===== src/rtl/cpa_resolver.sv =====
// cpa_resolver: resolves a redundant (sum, carry) pair into a 32-bit binary
// result with a CHUNK_W-bit adder slice, one slice per cycle, low chunk first.
// Optional build macro: CPA_ZERO_FLAG_EN adds the out_zero output.
//
// Handshake semantics (both ports): a transfer happens on a rising clk edge
// where valid && ready are both 1. in_ready is high only in IDLE. out_valid
// and out_product stay stable from the first cycle out_valid is high until
// the edge where out_ready is also high. out_ready is ignored while
// out_valid is low.
module cpa_resolver #(
  parameter int CHUNK_W = 8
) (
  input  logic        clk,
  input  logic        rst_n,
  input  logic        in_valid,
  output logic        in_ready,
  input  logic [31:0] in_sum,
  input  logic [31:0] in_carry,
  output logic        out_valid,
  input  logic        out_ready,
  output logic [31:0] out_product,
  output logic        busy,
`ifdef CPA_ZERO_FLAG_EN
  output logic        out_zero,
`endif
  output logic [1:0]  dbg_state
);

  localparam int N     = 32 / CHUNK_W;
  localparam int IDX_W = (N > 1) ? $clog2(N) : 1;

  typedef enum logic [1:0] {
    IDLE = 2'd0,
    ADD  = 2'd1,
    HOLD = 2'd2
  } state_e;

  state_e             state_q;
  logic [IDX_W-1:0]   idx_q;
  logic               cin_q;
  logic [31:0]        sum_q;
  logic [31:0]        carry_q;
  logic [31:0]        prod_q;
  logic               valid_q;
`ifdef CPA_ZERO_FLAG_EN
  logic               nz_q;
  logic               zero_q;
`endif

  logic [4:0]         base_d;
  logic [CHUNK_W:0]   chunk_d;
  logic               last_d;

  // One slice of the carry-propagate add: selected operand chunks plus carry-in.
  always_comb begin
    base_d  = 5'(idx_q * CHUNK_W);
    chunk_d = {1'b0, sum_q[base_d +: CHUNK_W]}
            + {1'b0, carry_q[base_d +: CHUNK_W]}
            + {{CHUNK_W{1'b0}}, cin_q};
    last_d  = (idx_q == IDX_W'(N - 1));
  end

  // Control FSM plus datapath registers; carry-out of the top chunk is dropped.
  always_ff @(posedge clk) begin
    if (!rst_n) begin
      state_q <= IDLE;
      idx_q   <= '0;
      cin_q   <= 1'b0;
      sum_q   <= '0;
      carry_q <= '0;
      prod_q  <= '0;
      valid_q <= 1'b0;
`ifdef CPA_ZERO_FLAG_EN
      nz_q    <= 1'b0;
      zero_q  <= 1'b0;
`endif
    end else begin
      case (state_q)
        IDLE: begin
          if (in_valid) begin
            sum_q   <= in_sum;
            carry_q <= in_carry;
            idx_q   <= '0;
            cin_q   <= 1'b0;
`ifdef CPA_ZERO_FLAG_EN
            nz_q    <= 1'b0;
`endif
            state_q <= ADD;
          end
        end
        ADD: begin
          prod_q[base_d +: CHUNK_W] <= chunk_d[CHUNK_W-1:0];
          cin_q <= chunk_d[CHUNK_W];
          idx_q <= last_d ? '0 : idx_q + 1'b1;
`ifdef CPA_ZERO_FLAG_EN
          nz_q  <= nz_q | (|chunk_d[CHUNK_W-1:0]);
`endif
          if (last_d) begin
            state_q <= HOLD;
            valid_q <= 1'b1;
`ifdef CPA_ZERO_FLAG_EN
            zero_q  <= ~(nz_q | (|chunk_d[CHUNK_W-1:0]));
`endif
          end
        end
        HOLD: begin
          if (out_ready) begin
            valid_q <= 1'b0;
            state_q <= IDLE;
          end
        end
        default: begin
          state_q <= IDLE;
          valid_q <= 1'b0;
        end
      endcase
    end
  end

  assign in_ready    = (state_q == IDLE);
  assign busy        = (state_q != IDLE);
  assign out_valid   = valid_q;
  assign out_product = prod_q;
  assign dbg_state   = state_q;
`ifdef CPA_ZERO_FLAG_EN
  assign out_zero    = zero_q;
`endif

endmodule


===== config.mk =====
export PLATFORM = sky130hd
export DESIGN_NAME = cpa_resolver
export DESIGN_NICKNAME = d
export VERILOG_FILES = /design/src/rtl/cpa_resolver.sv
export SDC_FILE = /design/constraint.sdc
export NUM_CORES = 1
export LEC_CHECK = 0
export BUFFER_PORTS_ARGS = -buffer_cell sky130_fd_sc_hd__buf_2
export CORE_ASPECT_RATIO = 0.6
export CORE_MARGIN = 2
export CORE_UTILIZATION = 60
export CTS_BUF_LIST = sky130_fd_sc_hd__clkbuf_4 sky130_fd_sc_hd__clkbuf_8
export CTS_CLUSTER_DIAMETER = 100
export DETAILED_ROUTE_END_ITERATION = 10
export GPL_TIMING_DRIVEN = 0
export MAX_ROUTING_LAYER = met4
export PLACE_DENSITY = 0.87
export SLEW_MARGIN = 10
export SYNTH_ARGS = -nofsm -noshare
export SYNTH_HDL_FRONTEND = slang
export SYNTH_SLANG_ARGS = --single-unit

===== constraint.sdc =====
create_clock -name clk -period 8 [get_ports clk]
set_clock_uncertainty 0.2 [all_clocks]
set_input_delay 1.6 -clock clk [delete_from_list [all_inputs] [get_ports clk]]
set_output_delay 1.6 -clock clk [all_outputs]
set_load 0.01 [all_outputs]

* Yosys cells after proc, flatten, opt, wreduce, memory -nomap -nowiden
Index checks and enable logic that the tools add are counted.
** Word-level totals
- Flip-flop bits (word level) :: 102
- Word-level logic and storage cells :: 42
- Bits of input ports :: 68
- Output and inout bits :: 37
** Operators by class
- Muxes and demuxes :: 13
- Shift operators :: 4
- Eq/ne operators :: 6
- Bitwise gates (word level) :: 1
- Add/subtract/negate cells :: 4
- Reduce and logical (&&, ||, !) cells :: 7
** Operator list (number)
- $shiftx A32 B6 Y8 :: 2
- $bwmux W32 :: 1
- $shift A8 B7 Y32 const A :: 1
- $shiftx A8 B7 Y32 :: 1
- $mux W2 :: 5
- $add A8 B8 Y9 :: 1
- $add A9 B1 Y9 :: 1
- $neg A5 Y7 :: 1
- $ne A2 B2 Y1 const B :: 3
- $pmux W2 S3 :: 1
- $reduce_and A3 Y1 :: 2
- $eq A2 B2 Y1 const B :: 2
- $pmux W2 S2 :: 1
- $reduce_and A2 Y1 :: 2
- $reduce_bool A2 Y1 :: 2
- $mux W1 :: 3
- $pmux W1 S3 :: 1
- $add A2 B1 Y2 const B :: 1
- $eq A2 B1 Y1 const B :: 1
- $logic_not A2 Y1 :: 1
- $pmux W1 S2 :: 1
- $not A1 Y1 :: 1

* Logic depth before layout (Yosys ltp)
- Depth in word-level cells :: 5
- Gate-level depth with buffers :: 9

* Worst setup path after synthesis
OpenSTA, ideal clock, no wires.
- Kind :: register to register
- Start point :: reg idx_q[0]
- End point :: reg prod_q[14], in the netlist out_product[14]
- Arrival time :: 3126 ps
- Library setup time :: 133 ps
- Buffers on the path :: 2
- Stages on the path, launching flop included :: 10
- Setup slack :: 4541 ps
- Cells stage by stage :: dfxtp_1 > buf_4 > buf_4 > mux4_2 > fa_1 > fa_1 > a211oi_1 > nor3_1 > a211oi_1 > o21ai_0
** On the way
- Cells in the longest elaborated chain, start to end :: 5
- Elaborated cells on any way between the ends :: 8
- Classes of those cells :: add/sub: 3; shift: 4; mux: 1
** Ends and longest elaborated chain
- start: declaration :: line 39 : logic [IDX_W-1:0] idx_q;
- start signal: assignment :: line 94 : idx_q <= last_d ? '0 : idx_q + 1'b1;
- $shiftx A32 B6 Y8 (on tied branches) :: line 57, 58
- $add A8 B8 Y9 :: line 58 : + {1'b0, carry_q[base_d +: CHUNK_W]}
- $add A9 B1 Y9 :: line 59 : + {{CHUNK_W{1'b0}}, cin_q};
- $shiftx A8 B7 Y32 :: line 92 : prod_q[base_d +: CHUNK_W] <= chunk_d[CHUNK_W-1:0];
- $bwmux W32 (*) :: line 92
- end signal: indexed assignment :: line 92
- end: declaration :: line 43 : logic [31:0] prod_q;
Mark *: on every way between the ends. The rest lies on a longest branch, timed or not.
A chain may end at the register's enable or synchronous reset.

* Worst setup path after layout
- Start point :: reg idx_q[0]
- End point :: reg prod_q[22], in the netlist out_product[22]
The elaborated chain is that of the path after synthesis.

==> flow_metrics.tcl <==
set metrics [dict create \
    crit_required_ps 8040 \
    crit_end "out_product[22]" \
    ctsResizeCount 0 \
    cts.path.max_buffers 2 \
    grt-ovfl-total 0 \
    grt_start_max_net_pins 16 \
    cap_violations 0 \
    syn-instance-count 505 \
    io_pins 105 \
    drt_wl_total_um 12500 \
    worst_pin_slew_ps 808 \
    period_share 0.504 \
    path_clk_slew_ps 90 \
    use_met2 0.459 \
    critPathMaxFanout 10 \
    antenna_cells 0 \
    drive_above_1_share 0.262 \
    synth_edf_count 0 \
    setup_viol 0 \
    antenna_found_initial 0 \
    postCtsSetupBuffers 0 \
    hp-class "reg -> reg" \
    total_power_mw 1.07 \
    initial_core_util 0.611 \
    criticalPathCategory "reg -> reg" \
    synthArstFlopShare 0 \
    met3_usage 0.0516 \
    worstPathArrival_ps 4070 \
    synth_seq_cells 102 \
    cts_max_level 3 \
    cp_slowest_stage_delay_ps 580 \
    die_h_um 72.8 \
    r2r-start "idx_q[0]" \
    period_needed_ps 4040 \
    crit_chain "buf_4 -> buf_4 -> mux4_2 -> fa_1 -> fa_1 -> a211oi_1 -> nor3_1 -> a211oi_1 -> o21ai_0" \
    gp_congestion 0.899 \
    synth_fp_nets 588 \
    drt-pass1-iter-count 5 \
    final_common_cell "nand2_1" \
    yosys_most_used_dff "dfxtp_1" \
    finalNetCount 703 \
    outcome "complete, no violations" \
    die_area_mm2 0.00865 \
    ys_warn_count 0 \
    use_met1 0.439 \
    die_x_um 119 \
    grt_pass1_vias 4078 \
    coreArea_mm2 0.00776 \
    final_area_mm2 0.00563 \
    post_drt_via_cell_ratio 5.88 \
    grt_busiest_layer "met2" \
    cts_tree "done" \
    clkSinkCount 102 \
    num_rows 25 \
    fmax_ghz 0.248 \
    slew_violations 0 \
    crit_start "idx_q[0]" \
    hold_violations 0 \
    routedWlPerCell_um 17.0 \
    yosysSeqAreaShare 0.431 \
    area_delta_synth_final_pct 18.9 \
    r2r_slack_ps 3960 \
    io_buffers 104 \
    route.detailed.drc 0 \
    path_depth 9 \
    ctsRootBufferMaster "clkbuf_8" \
    rsz0062_at_grt "false" \
    layout_common_cells "135 x nand2_1, 116 x buf_2, 102 x dfxtp_1, 61 x a21boi_0, 24 x nor2b_1" \
    startpoint_type "flip-flop" \
    cpLargestDelayFamily "compound AO/OA/AOI/OAI gates" \
    clk_latency_ps 360 \
    hold_buffers 0 \
    ir_drop_v 0.000120 \
    setup_tns_ps 0 \
    antenna_left 0 \
    dp_hpwl_um 9520 \
    rr_worst_depth 9 \
    first_iter_violations 406 \
    synth.cell_area_mm2 0.00474 \
    end_kind "flip-flop" \
    avgSynthCellArea_um2 9.38 \
    cts_inserted_buffers 9 \
    slew_headroom 0.460 \
    cp_num_buf_inv 2 \
    synth_cell_types 54 \
    vias 4312 \
    grt_pass1_wl_um 20100 \
    place_area_mm2 0.00539 \
    track_usage 0.307 \
    reg2reg_to "out_product[22]" \
    p_leak_nw 2.35 \
    holdCritStartpoint "sum_q[8]" \
    p_per_area_mw_per_mm2 190 \
    crit_slowest_cell "mux4_2" \
]
==> worst min-delay path: stages, from the launching register on <==
cell and delay, ps:
dfxtp_1 320, nand2_1 50, a21boi_0 60
==> state kept, by name, summed over array words and instances (netlist names) <==
| signal | flops |
|---|---|
| out_product | 32 |
| idx_q | 2 |
| sum_q | 32 |
| dbg_state | 2 |
| cin_q | 1 |
| out_valid | 1 |
| carry_q | 32 |
==> area by class of cell <==
class,instances,area (um2)
clock buffer,13,173
timing repair buffer,104,520
tap,108,135
buffer,32,150
inverter,5,18.8
sequential,102,2040
fill,600,2130
clock inverter,3,65.1
multi-input combinational,366,2530
==> how the worst min path moves through the flow <==
stage | endpoint | slack (ps) | cells past startpoint
finish | sum_q[8] | 270 | 2
global route | carry_q[14] | 290 | 2
CTS | sum_q[15] | 270 | 2
global placement | carry_q[28] | 240 | 2
detailed placement | sum_q[15] | 260 | 2
floorplan | carry_q[24] | 230 | 2
==> per-stage QoR <==
stage	worst slack, ps	utilization	cells	hold WS [ps]
final	3960	0.726	733	267
after global routing	3750	0.726	733	287
after CTS	3990	0.726	733	269
after detailed placement	4020	0.695	717	256
after global placement	4040	0.695	717	239
after floorplan	4540	-	505	232
==> cells in the mapped netlist, drive strengths merged, types with 2 or more instances <==
library cell / instances / share of area
nand2: 135 / 0.11
dfxtp: 102 / 0.43
a21boi: 66 / 0.10
nor2b: 24 / 0.032
clkbuf: 17 / 0.013
mux4: 16 / 0.076
buf: 15 / 0.018
a22oi: 13 / 0.021
ha: 13 / 0.034
nand3: 13 / 0.014
o21ai: 13 / 0.014
a32oi: 8 / 0.015
nand3b: 7 / 0.018
inv: 5 / 0.0040
nor2: 5 / 0.0045
nor3: 5 / 0.0074
a211oi: 4 / 0.0074
nand4: 4 / 0.0053
o311ai: 4 / 0.0074
a21oi: 3 / 0.0032
a211o: 2 / 0.0037
a21o: 2 / 0.0032
and2: 2 / 0.0026
fa: 2 / 0.0085
nand2b: 2 / 0.0026
nor4bb: 2 / 0.0042
or2: 2 / 0.0026
or3: 2 / 0.0026
==> metal layers <==
metal  part of all wire  wire, um  vias to the layer above
met1               0.46      5780                     2034
met2               0.44      5440                      237
met3              0.090      1120                       22
met4              0.011       142                        0
li1                   -         -                     2019
met5                  0         0                        -
==> where the power goes <==
group          internal (mW)  switching [mW]
clock                  0.205           0.170
sequential             0.529          0.0124
combinational         0.0638          0.0890
==> cells by family after synthesis <==
family	share of synthesized area
and+or+nand+nor	0.222
DFF	0.431
buffers and inverters	0.0357
AOI/OAI and AO/OA	0.189
adders and majority gates	0.0428
xor gates and xnor gates	0.00185
muxes	0.0782
Power figures use the tool's default switching activity.
